<file path="src/rtl/controller_sequencer_pkg.sv">
// Shared constants for the W-bus controller/sequencer: opcodes, one-hot
// T-state encodings, control-word bit positions and the idle control word.
package controller_sequencer_pkg;

  localparam int unsigned OP_W = 4;
  localparam int unsigned T_W  = 6;
  localparam int unsigned CW_W = 12;

  localparam logic [OP_W-1:0] OP_LDA = 4'h0;
  localparam logic [OP_W-1:0] OP_ADD = 4'h1;
  localparam logic [OP_W-1:0] OP_SUB = 4'h2;
  localparam logic [OP_W-1:0] OP_OUT = 4'hE;
  localparam logic [OP_W-1:0] OP_HLT = 4'hF;

  localparam logic [T_W-1:0] T1 = 6'b000001;
  localparam logic [T_W-1:0] T2 = 6'b000010;
  localparam logic [T_W-1:0] T3 = 6'b000100;
  localparam logic [T_W-1:0] T4 = 6'b001000;
  localparam logic [T_W-1:0] T5 = 6'b010000;
  localparam logic [T_W-1:0] T6 = 6'b100000;

  localparam int unsigned CW_CP   = 0;
  localparam int unsigned CW_EP   = 1;
  localparam int unsigned CW_LM_N = 2;
  localparam int unsigned CW_CE_N = 3;
  localparam int unsigned CW_LI_N = 4;
  localparam int unsigned CW_EI_N = 5;
  localparam int unsigned CW_LA_N = 6;
  localparam int unsigned CW_EA   = 7;
  localparam int unsigned CW_SU   = 8;
  localparam int unsigned CW_EU   = 9;
  localparam int unsigned CW_LB_N = 10;
  localparam int unsigned CW_LO_N = 11;

  // All active-low strobes high, all active-high strobes low.
  localparam logic [CW_W-1:0] CW_INACTIVE = 12'hC7C;

  // True for opcodes that do real work; everything else executes as NOP.
  function automatic logic is_defined_op(input logic [OP_W-1:0] op);
    return (op == OP_LDA) || (op == OP_ADD) || (op == OP_SUB) ||
           (op == OP_OUT) || (op == OP_HLT);
  endfunction

endpackage

</file>
<file path="src/rtl/controller_sequencer_ring_counter.sv">
// One-hot T-state ring counter.
// Ports: clk, clr (sync clear to T1), hold (freeze), wrap (return to T1
// early), state (one-hot, bit0 = T1). A non-one-hot state recovers to T1.
module controller_sequencer_ring_counter
  import controller_sequencer_pkg::*;
(
  input  logic           clk,
  input  logic           clr,
  input  logic           hold,
  input  logic           wrap,
  output logic [T_W-1:0] state
);

  always_ff @(posedge clk) begin
    if (clr) begin
      state <= T1;
    end else if (!$onehot(state)) begin
      state <= T1;
    end else if (hold) begin
      state <= state;
    end else if (wrap) begin
      state <= T1;
    end else begin
      state <= {state[T_W-2:0], state[T_W-1]};
    end
  end

endmodule

</file>
<file path="src/rtl/controller_sequencer.sv">
// Controller/sequencer for the 8-bit W-bus processor. A one-hot ring
// T1..T6 sequences fetch (T1-T3) and execute (T4-T6); the control word is
// decoded combinationally from {t_state, op_code}.
// Ports: clk, clr (sync active-high clear), op_code (from IR);
//   strobes cp, ep, lm_n, ce_n, li_n, ei_n, la_n, ea, su, eu, lb_n, lo_n;
//   hlt (registered halt flag); t_state (one-hot, bit0 = T1).
// Build option: define SKIP_NOP_EN to wrap the ring to T1 right after the
// last useful T-state of LDA, OUT and NOP instead of always using six states.
module controller_sequencer
  import controller_sequencer_pkg::*;
(
  input  logic            clk,
  input  logic            clr,
  input  logic [OP_W-1:0] op_code,
  output logic            cp,
  output logic            ep,
  output logic            lm_n,
  output logic            ce_n,
  output logic            li_n,
  output logic            ei_n,
  output logic            la_n,
  output logic            ea,
  output logic            su,
  output logic            eu,
  output logic            lb_n,
  output logic            lo_n,
  output logic            hlt,
  output logic [T_W-1:0]  t_state
);

  logic [CW_W-1:0] cw;
  logic            hlt_entry_c;
  logic            hold_c;
  logic            wrap_c;

  // HLT is recognised in T4; the ring must not leave T4 on that same edge.
  assign hlt_entry_c = (t_state == T4) && (op_code == OP_HLT);
  assign hold_c      = hlt || hlt_entry_c;

`ifdef SKIP_NOP_EN
  // Early return to T1 once the instruction has no further strobes.
  assign wrap_c = ((t_state == T3) && !is_defined_op(op_code)) ||
                  ((t_state == T4) && (op_code == OP_OUT)) ||
                  ((t_state == T5) && (op_code == OP_LDA));
`else
  assign wrap_c = 1'b0;
`endif

  controller_sequencer_ring_counter u_ring (
    .clk   (clk),
    .clr   (clr),
    .hold  (hold_c),
    .wrap  (wrap_c),
    .state (t_state)
  );

  // Halt flag: set on the T4 edge of HLT, cleared only by clr.
  always_ff @(posedge clk) begin
    if (clr) begin
      hlt <= 1'b0;
    end else if (hlt_entry_c) begin
      hlt <= 1'b1;
    end
  end

  // Control-word decode; idle while clearing or halted.
  always_comb begin
    cw = CW_INACTIVE;
    if (!clr && !hlt) begin
      case (t_state)
        T1: begin
          cw[CW_EP]   = 1'b1;
          cw[CW_LM_N] = 1'b0;
        end
        T2: cw[CW_CP] = 1'b1;
        T3: begin
          cw[CW_CE_N] = 1'b0;
          cw[CW_LI_N] = 1'b0;
        end
        T4: begin
          case (op_code)
            OP_LDA, OP_ADD, OP_SUB: begin
              cw[CW_EI_N] = 1'b0;
              cw[CW_LM_N] = 1'b0;
            end
            OP_OUT: begin
              cw[CW_EA]   = 1'b1;
              cw[CW_LO_N] = 1'b0;
            end
            default: ;
          endcase
        end
        T5: begin
          case (op_code)
            OP_LDA: begin
              cw[CW_CE_N] = 1'b0;
              cw[CW_LA_N] = 1'b0;
            end
            OP_ADD, OP_SUB: begin
              cw[CW_CE_N] = 1'b0;
              cw[CW_LB_N] = 1'b0;
            end
            default: ;
          endcase
        end
        T6: begin
          if ((op_code == OP_ADD) || (op_code == OP_SUB)) begin
            cw[CW_EU]   = 1'b1;
            cw[CW_LA_N] = 1'b0;
            cw[CW_SU]   = (op_code == OP_SUB);
          end
        end
        default: ;
      endcase
    end
  end

  assign cp   = cw[CW_CP];
  assign ep   = cw[CW_EP];
  assign lm_n = cw[CW_LM_N];
  assign ce_n = cw[CW_CE_N];
  assign li_n = cw[CW_LI_N];
  assign ei_n = cw[CW_EI_N];
  assign la_n = cw[CW_LA_N];
  assign ea   = cw[CW_EA];
  assign su   = cw[CW_SU];
  assign eu   = cw[CW_EU];
  assign lb_n = cw[CW_LB_N];
  assign lo_n = cw[CW_LO_N];

endmodule

</file>
<file path="config.mk">
export PLATFORM = sky130hd
export DESIGN_NAME = controller_sequencer
export DESIGN_NICKNAME = d
export VERILOG_FILES = /design/src/rtl/controller_sequencer_pkg.sv /design/src/rtl/controller_sequencer_ring_counter.sv /design/src/rtl/controller_sequencer.sv
export SDC_FILE = /design/constraint.sdc
export NUM_CORES = 1
export LEC_CHECK = 0
export ABC_AREA = 1
export CAP_MARGIN = 10
export CELL_PAD_IN_SITES_DETAIL_PLACEMENT = 0
export CELL_PAD_IN_SITES_GLOBAL_PLACEMENT = 1
export CORE_AREA = 2 2 43 75
export CTS_CLUSTER_DIAMETER = 100
export DETAILED_ROUTE_END_ITERATION = 7
export DIE_AREA = 0 0 45 77
export PLACE_DENSITY_LB_ADDON = 0.1
export SETUP_SLACK_MARGIN = 0.2
export SLEW_MARGIN = 20
export SYNTH_ARGS = -nofsm -noshare
export SYNTH_HDL_FRONTEND = slang
export SYNTH_SLANG_ARGS = --single-unit
</file>
<file path="constraint.sdc">
create_clock -name clk -period 1.9 [get_ports clk]
set_input_delay 0.19 -clock clk [delete_from_list [all_inputs] [get_ports clk]]
set_output_delay 0.19 -clock clk [all_outputs]
set_load 0.01 [all_outputs]
</file>
==> results.txt <==
Cell internal power was estimated by the tool at 656.3 uW. For the post-detailed-route count of antenna-violating nets, the log shows 0. Including well taps, the total number of placed cells is 180. The count of input and output buffers is 24. The fraction of power spent switching nets was 38.58%; the per-cell via count in the routed design was 4.559. Entering global routing, the biggest net connects 14 pins. The compound-cell area share of the yosys netlist is 5.237%, and the total half-perimeter wirelength after legalization and detailed placement is 1744 um.

TritonCTS built the clock tree. The residual overflow from global routing came out at 0. Fill cells in the final layout number 306. In the layout the commonest cells are sky130_fd_sc_hd__nand2_1, sky130_fd_sc_hd__buf_4, sky130_fd_sc_hd__nand3_1. Sequential cells burn 20.7% of the power. The core region is 0.002863 mm2.

The die boundary height was 77 um. Counting every sink on the clock net gives 7. Max-cap violations in this run came to 0.

Static timing analysis puts the maximum clock frequency at 0.5361 GHz. In this run the static leakage power is 0.0006594 uW. The run gives 3 as the number of buffers added by the clock tree synthesis step.

The number of nets in the finished design is 182. The tools report the CTS root buffer as sky130_fd_sc_hd__clkbuf_8. In this run the horizontal extent of the chip is 45 um. At the pin with the least slew margin, the transition time is 0.2808 ns. The logs give 1 for the total number of H-tree levels and 0 for the number of hold-repair buffers added at the cts stage.

The basic-gate share of the synthesized area counting and, or, nand and nor cells was 36.82%. The tools report the maximum root-to-sink buffer count as 2. The first global-routing pass estimated 3415 um of wire. The first TritonRoute pass finished after 3 iterations. The total power consumption of the routed design was 1069 uW; the gate count after technology mapping was 113. Sequential cells were found to cover 18.33% of the synthesized design area. Wires add up to 2103 um.

The adder-cell share of the synthesized area is 26.51%, and the clock skew after layout is 0.002448 ns. Final-report setup violation count: 0. For the count of antenna diodes in the layout, the log shows 0. The tools report the total nets after synthesis as 134.

The critical path endpoint category is a flip-flop. The initialized floorplan defines 26 standard-cell rows. Global placer's final weighted congestion: 0.7913. The number of top-level pins was 25.

The timing startpoint of the critical path is u_ring.state[0]$_SDFFE_PP1N_. The headroom to the max-slew limit came out at 81.22%. The flow ran to the end, and the final reports show no timing, DRC or antenna violations.

The floorplan step defined a die boundary enclosing 0.003465 mm2. The ratio of final minimum period to clock period came out at 98.18%. The CTS clock-pin slew for the worst setup and hold paths is 0.04 ns. In the routed design, unresolved DRC markers number 0. The shortest period the worst path allows came out at 1.865 ns. The tools report the number of failing hold endpoints at the final stage as 0. Synthesis inferred 7 register bits. In this run the worst path has a maximum fanout of 6. The worst flop-to-flop path startpoint was u_ring.state[0]$_SDFFE_PP1N_. The routed length per placed instance was 11.19 um. The overall via count from detail_route came out at 857. The synthesized area per cell was 6.765 um2. The number of antenna violations at the first check in global routing came out at 0. The class of the most critical hold timing path was reg2reg. The tools report the final instance count without filler cells as 188. Of the total power, combinational logic draws 59.6%.

The type of origin of the critical path is a flip-flop. In the final layout, the share of cells above drive strength 1 is 45.63%. The synthesized netlist devotes 1.146% of its cell area to XOR and XNOR gates. The post-route worst hold slack is 0.5171 ns, and the synthesized area is 764.5 um2.

The proportion of synthesized area in mux cells is 0%, and the total power per unit cell area is 807.2 mW/mm2. Once the floorplan was initialized, standard cells occupied 26.70% of the core. Yosys printed 0 warnings.

After synthesis, the netlist uses 20 different library cells. For the worst-skew pair, the clock arrives at the later sink with an insertion delay of 0.23 ns. For this design the total switching power over the nets is 412.2 uW. The tools report the total routing resource utilization after global routing as 13.44%. Max-slew violation count: 0. The tools report the destination of the worst register-to-register timing path as u_ring.state[1]$_SDFFE_PP0N_. The path depth of the worst reg2reg path is 11. The most critical setup path has its endpoint at u_ring.state[1]$_SDFFE_PP0N_.

The tools report the clock group share of total power as 19.7%. Setup slack on the worst reg-to-reg path comes out at 0.03 ns. Compared with the post-synthesis result, the final layout area differs by 73.16%. By area, the combinational part of the netlist is dominated by simple AND/OR/NAND/NOR gates. For this block, the initial DRC count from the detailed router was 12.

The sum of negative setup slack was 0 ns; the utilization after layout was 46.24%. The worst supply voltage drop on vdd came out at 511.7 uV. The classification of the worst setup path was reg2reg. Setup repair after global routing could not meet its margin everywhere.

The via count of the first global-routing pass is 805. The data arrival at the endpoint of the critical path is 2.02 ns, and the required time reported for the critical path endpoint is 2.06 ns.
## through the flow
step | setup slack (ns) | cell area [um2]
6_report | 0.03454 | 1324
5_1_grt | -0.07351 | 1324
3_3_place_gp | -0.05997 | 1194
3_5_place_dp | -0.06241 | 1194
4_1_cts | 0.004769 | 1305
2_1_floorplan | 0.1132 | 807.0
## how the worst min path moves through the flow
stage / to / cells past startpoint / slack [ns] / from
2_1_floorplan: hlt$_SDFFE_PP0P_ / 1 / 0.26 / clr
3_3_place_gp: u_ring.state[4]$_SDFFE_PP0N_ / 2 / 0.51 / u_ring.state[4]$_SDFFE_PP0N_
3_5_place_dp: u_ring.state[4]$_SDFFE_PP0N_ / 2 / 0.51 / u_ring.state[4]$_SDFFE_PP0N_
4_1_cts: hlt$_SDFFE_PP0P_ / 2 / 0.52 / clr
5_1_grt: u_ring.state[4]$_SDFFE_PP0N_ / 2 / 0.56 / u_ring.state[4]$_SDFFE_PP0N_
6_report: u_ring.state[4]$_SDFFE_PP0N_ / 2 / 0.52 / u_ring.state[4]$_SDFFE_PP0N_
## power groups by stage
stage	clock network, uW	logic (uW)	registers, uW
CTS	219	639	224
detailed placement	0	547	221
global route	222	709	226
finish	210	637	221
global placement	0	535	220
floorplan	0	275	233
## cell families (layout without fill, tap and decap cells)
logic type	Yosys count	in the layout
simple gates	60	60
buf+inv	22	69
fa+ha+maj	15	15
compound gates	8	8
flops	7	7
xor+xnor	1	1
## timing repair
| action | 4_1_cts | 5_1_grt |
|---|---|---|
| hold endpoints to repair | 0 | 0 |
| resized for setup | 43 | 16 |
| pin swaps | 7 | 5 |
| setup endpoints to repair | 18 | 16 |
| gates cloned | 0 | 0 |
| setup buffers | 3 | 1 |
## synth_stat cells, drive strengths merged
| cell | n | area share [%] |
|---|---|---|
| nand2 | 26 | 13 |
| inv | 19 | 9.3 |
| nor2 | 17 | 11 |
| nand3 | 14 | 10 |
| ha | 13 | 21 |
| a21oi | 8 | 5.2 |
| dfxtp | 7 | 18 |
| buf | 2 | 2.1 |
| fa | 2 | 5.2 |
| clkinv | 1 | 0.49 |
| nor3 | 1 | 0.65 |
| nor4 | 1 | 0.82 |
| or2 | 1 | 0.82 |
| xor2 | 1 | 1.1 |
## per-layer routing
layer | GRT usage [%] | share of wire [%] | wire [um] | vias up
met4 | 7.059 | 1.0 | 21 | 0
met5 | 0 | 0 | 0 | -
li1 | - | - | - | 447
met1 | 12.89 | 34 | 715 | 391
met2 | 25.71 | 61 | 1285 | 17
met3 | 0.9412 | 3.8 | 80 | 2
## layout make-up
class,count,area (um2),share of cell area [%]
Sequential cell,7,162.7,12.29
Multi-Input combinational cell,84,638.1,48.20
Tap cell,28,35.03,2.647
Clock buffer,4,45.04,3.403
Inverter,20,81.33,6.144
Timing Repair Buffer,45,361.6,27.32
## registers in the layout (all words and copies together) (netlist names)
register and cells:
u_ring.state 6, hlt 1
## worst max-delay path, stage by stage, from the launching register on
cell	delay [ns]
sky130_fd_sc_hd__dfxtp_4	0.38
sky130_fd_sc_hd__inv_4	0.04
sky130_fd_sc_hd__ha_4	0.25
sky130_fd_sc_hd__inv_2	0.04
sky130_fd_sc_hd__fa_2	0.37
sky130_fd_sc_hd__inv_2	0.07
sky130_fd_sc_hd__ha_4	0.20
sky130_fd_sc_hd__nor2_4	0.07
sky130_fd_sc_hd__nand2_2	0.07
sky130_fd_sc_hd__nor2_4	0.15
sky130_fd_sc_hd__nand2_1	0.07
sky130_fd_sc_hd__nor2_1	0.09
Power figures use the tool's default switching activity.
==> variant: new RTL, config.mk and constraints unchanged <==
`OP_W`: 4 -> 6.
--- a/src/rtl/controller_sequencer_pkg.sv
+++ b/src/rtl/controller_sequencer_pkg.sv
@@ -2,7 +2,7 @@
 // T-state encodings, control-word bit positions and the idle control word.
 package controller_sequencer_pkg;
 
-  localparam int unsigned OP_W = 4;
+  localparam int unsigned OP_W = 6;
   localparam int unsigned T_W  = 6;
   localparam int unsigned CW_W = 12;
 
Ports: changed (resized op_code); port bits go from 25 to 27. No check against the original RTL was run, so the function may have changed too.
==> variant against the original RTL <==
- the run now ends with setup timing left
- worst setup slack worse by 0.22 ns
- routed wire length is 6.5% higher
- synthesized cell count is 3.5% lower
- global-route usage is 0.28 points higher
- via count is 2.7% higher
- synthesized area is 2.0% higher
- sequential cell count stayed put
- hold slack better by 0.094 ns
- sequential share of layout area is 0.87 points lower
- total power is 6.3% higher
- cell area is 7.7% higher
- critical path type unchanged
==> variant: results (changes against the original RTL) <==
| Metric | Value |
|---|---|
| Hold path depth | `3 (+1)` |
| Wirelength per Cell | `11.7 um (+4.3%)` |
| Worst Hold Class | `reg2reg` |
| Fin worst setup slack | `-0.186 ns (-0.221 ns)` |
| Fill count | `290 (-5.2%)` |
| IO Port Bufs | `26 (+8.3%)` |
| Failing checks | `setup timing` |
| Cell count after placement | `182 (+1.1%)` |
| Drt via density | `4.58 (+0.54%)` |
| Cell variety after synth | `24 (+20%)` |
| GRT Total Usage | `0.137 (+0.00283)` |
| CP max stage delay | `0.58 ns (+0.20 ns)` |
| Leak | `0.682 nW (+3.4%)` |
| First-pass GRT wire length | `3540 um (+3.6%)` |
| DRT iter0 DRCs | `8 (-4)` |
| Post-synth top cells | `inv_1, nor2_1, nand2_1` |
| Synthesized net count | `132 (-1.5%)` |
| Final setup vio count | `6 (+6)` |
| Run status | `complete, but fails checks` |
| Combinational logic power | `0.716 mW (+12%)` |
| Vias in the first global route | `832 (+3.4%)` |
| Final Skew | `0.000355 ns (-0.00209 ns)` |
| Drt total wl | `2240 um (+6.5%)` |
| Cell Int Power | `0.722 mW (+10%)` |
| Synth area leaders | `ha_1, dfxtp_1, inv_1` |
| Post-detail-place hpwl | `1820 um (+4.2%)` |
| Drt pass-1 iters | `4 (+1)` |
| Worst slew pin tran | `0.413 ns (+0.133 ns)` |
| Net Sw Frac | `0.364 (-0.0215)` |
| Syn_area_per_cell | `7.15 um2 (+5.7%)` |
| Sequential cell area fraction in the yosys report | `0.180 (-0.00353)` |
| CP top delay family | `adder cells` |
| Final setup TNS | `-1.04 ns (-1.04 ns)` |
| Share of post-route cells with drive strength above 1 | `0.476 (+0.0194)` |
| Crit path DAT | `2.24 ns (+0.22 ns)` |
## variant: cells by family after synthesis
logic type               Yosys count  share of synthesized area
adder cells (fa/ha/maj)           15                      0.260
XOR/XNOR                           1                     0.0112
AND/OR/NAND/NOR                   57                      0.377
AO/OA/AOI/OAI                      9                     0.0642
buffers and inverters             20                      0.108
flip-flops                         7                      0.180
## variant: final cells by class
class                           instances  area [um2]  area share
Clock buffer                            4        45.0      0.0316
Inverter                               18        75.1      0.0527
Multi-Input combinational cell         82         673       0.472
Sequential cell                         7         163       0.114
Tap cell                               28        35.0      0.0246
Timing Repair Buffer                   53         434       0.305
## variant: repair_timing
item                       CTS  global route
gates cloned                 0             0
setup endpoints to repair   18            17
hold buffers                 0             0
buffers inserted             1             5
gates resized for setup     20            41
pin swaps                    3             7
## variant: through the flow
step | setup WS, ns | util
after floorplan | -0.0971 | -
after global placement | -0.218 | 0.441
after detailed placement | -0.227 | 0.441
after CTS | -0.211 | 0.459
after global routing | -0.271 | 0.498
final | -0.186 | 0.498
## variant: path summary, 6_finish.rpt
path,startpoint,end,slack (ns)
hold / removal,u_ring.state[1],u_ring.state[1],0.61
hold reg to reg,u_ring.state[1],u_ring.state[1],0.61
setup / recovery,u_ring.state[0],u_ring.state[3],-0.19
setup reg to reg,u_ring.state[0],u_ring.state[3],-0.19
## variant: worst reg2reg max path, stage by stage, from the launching register on
cell and delay, ns:
dfxtp_4 0.35, ha_2 0.19, fa_1 0.59, ha_4 0.21, or2_4 0.23, nor3_4 0.27, nand2_1 0.10, nor2_1 0.08
## variant: per-layer routing
metal / GRT usage / wire length (um) / vias up
met3: 0.0212 / 89 / 2
met1: 0.141 / 811 / 398
li1: - / - / 459
met5: 0 / 0 / -
met2: 0.256 / 1320 / 21
met4: 0.0529 / 16 / 0
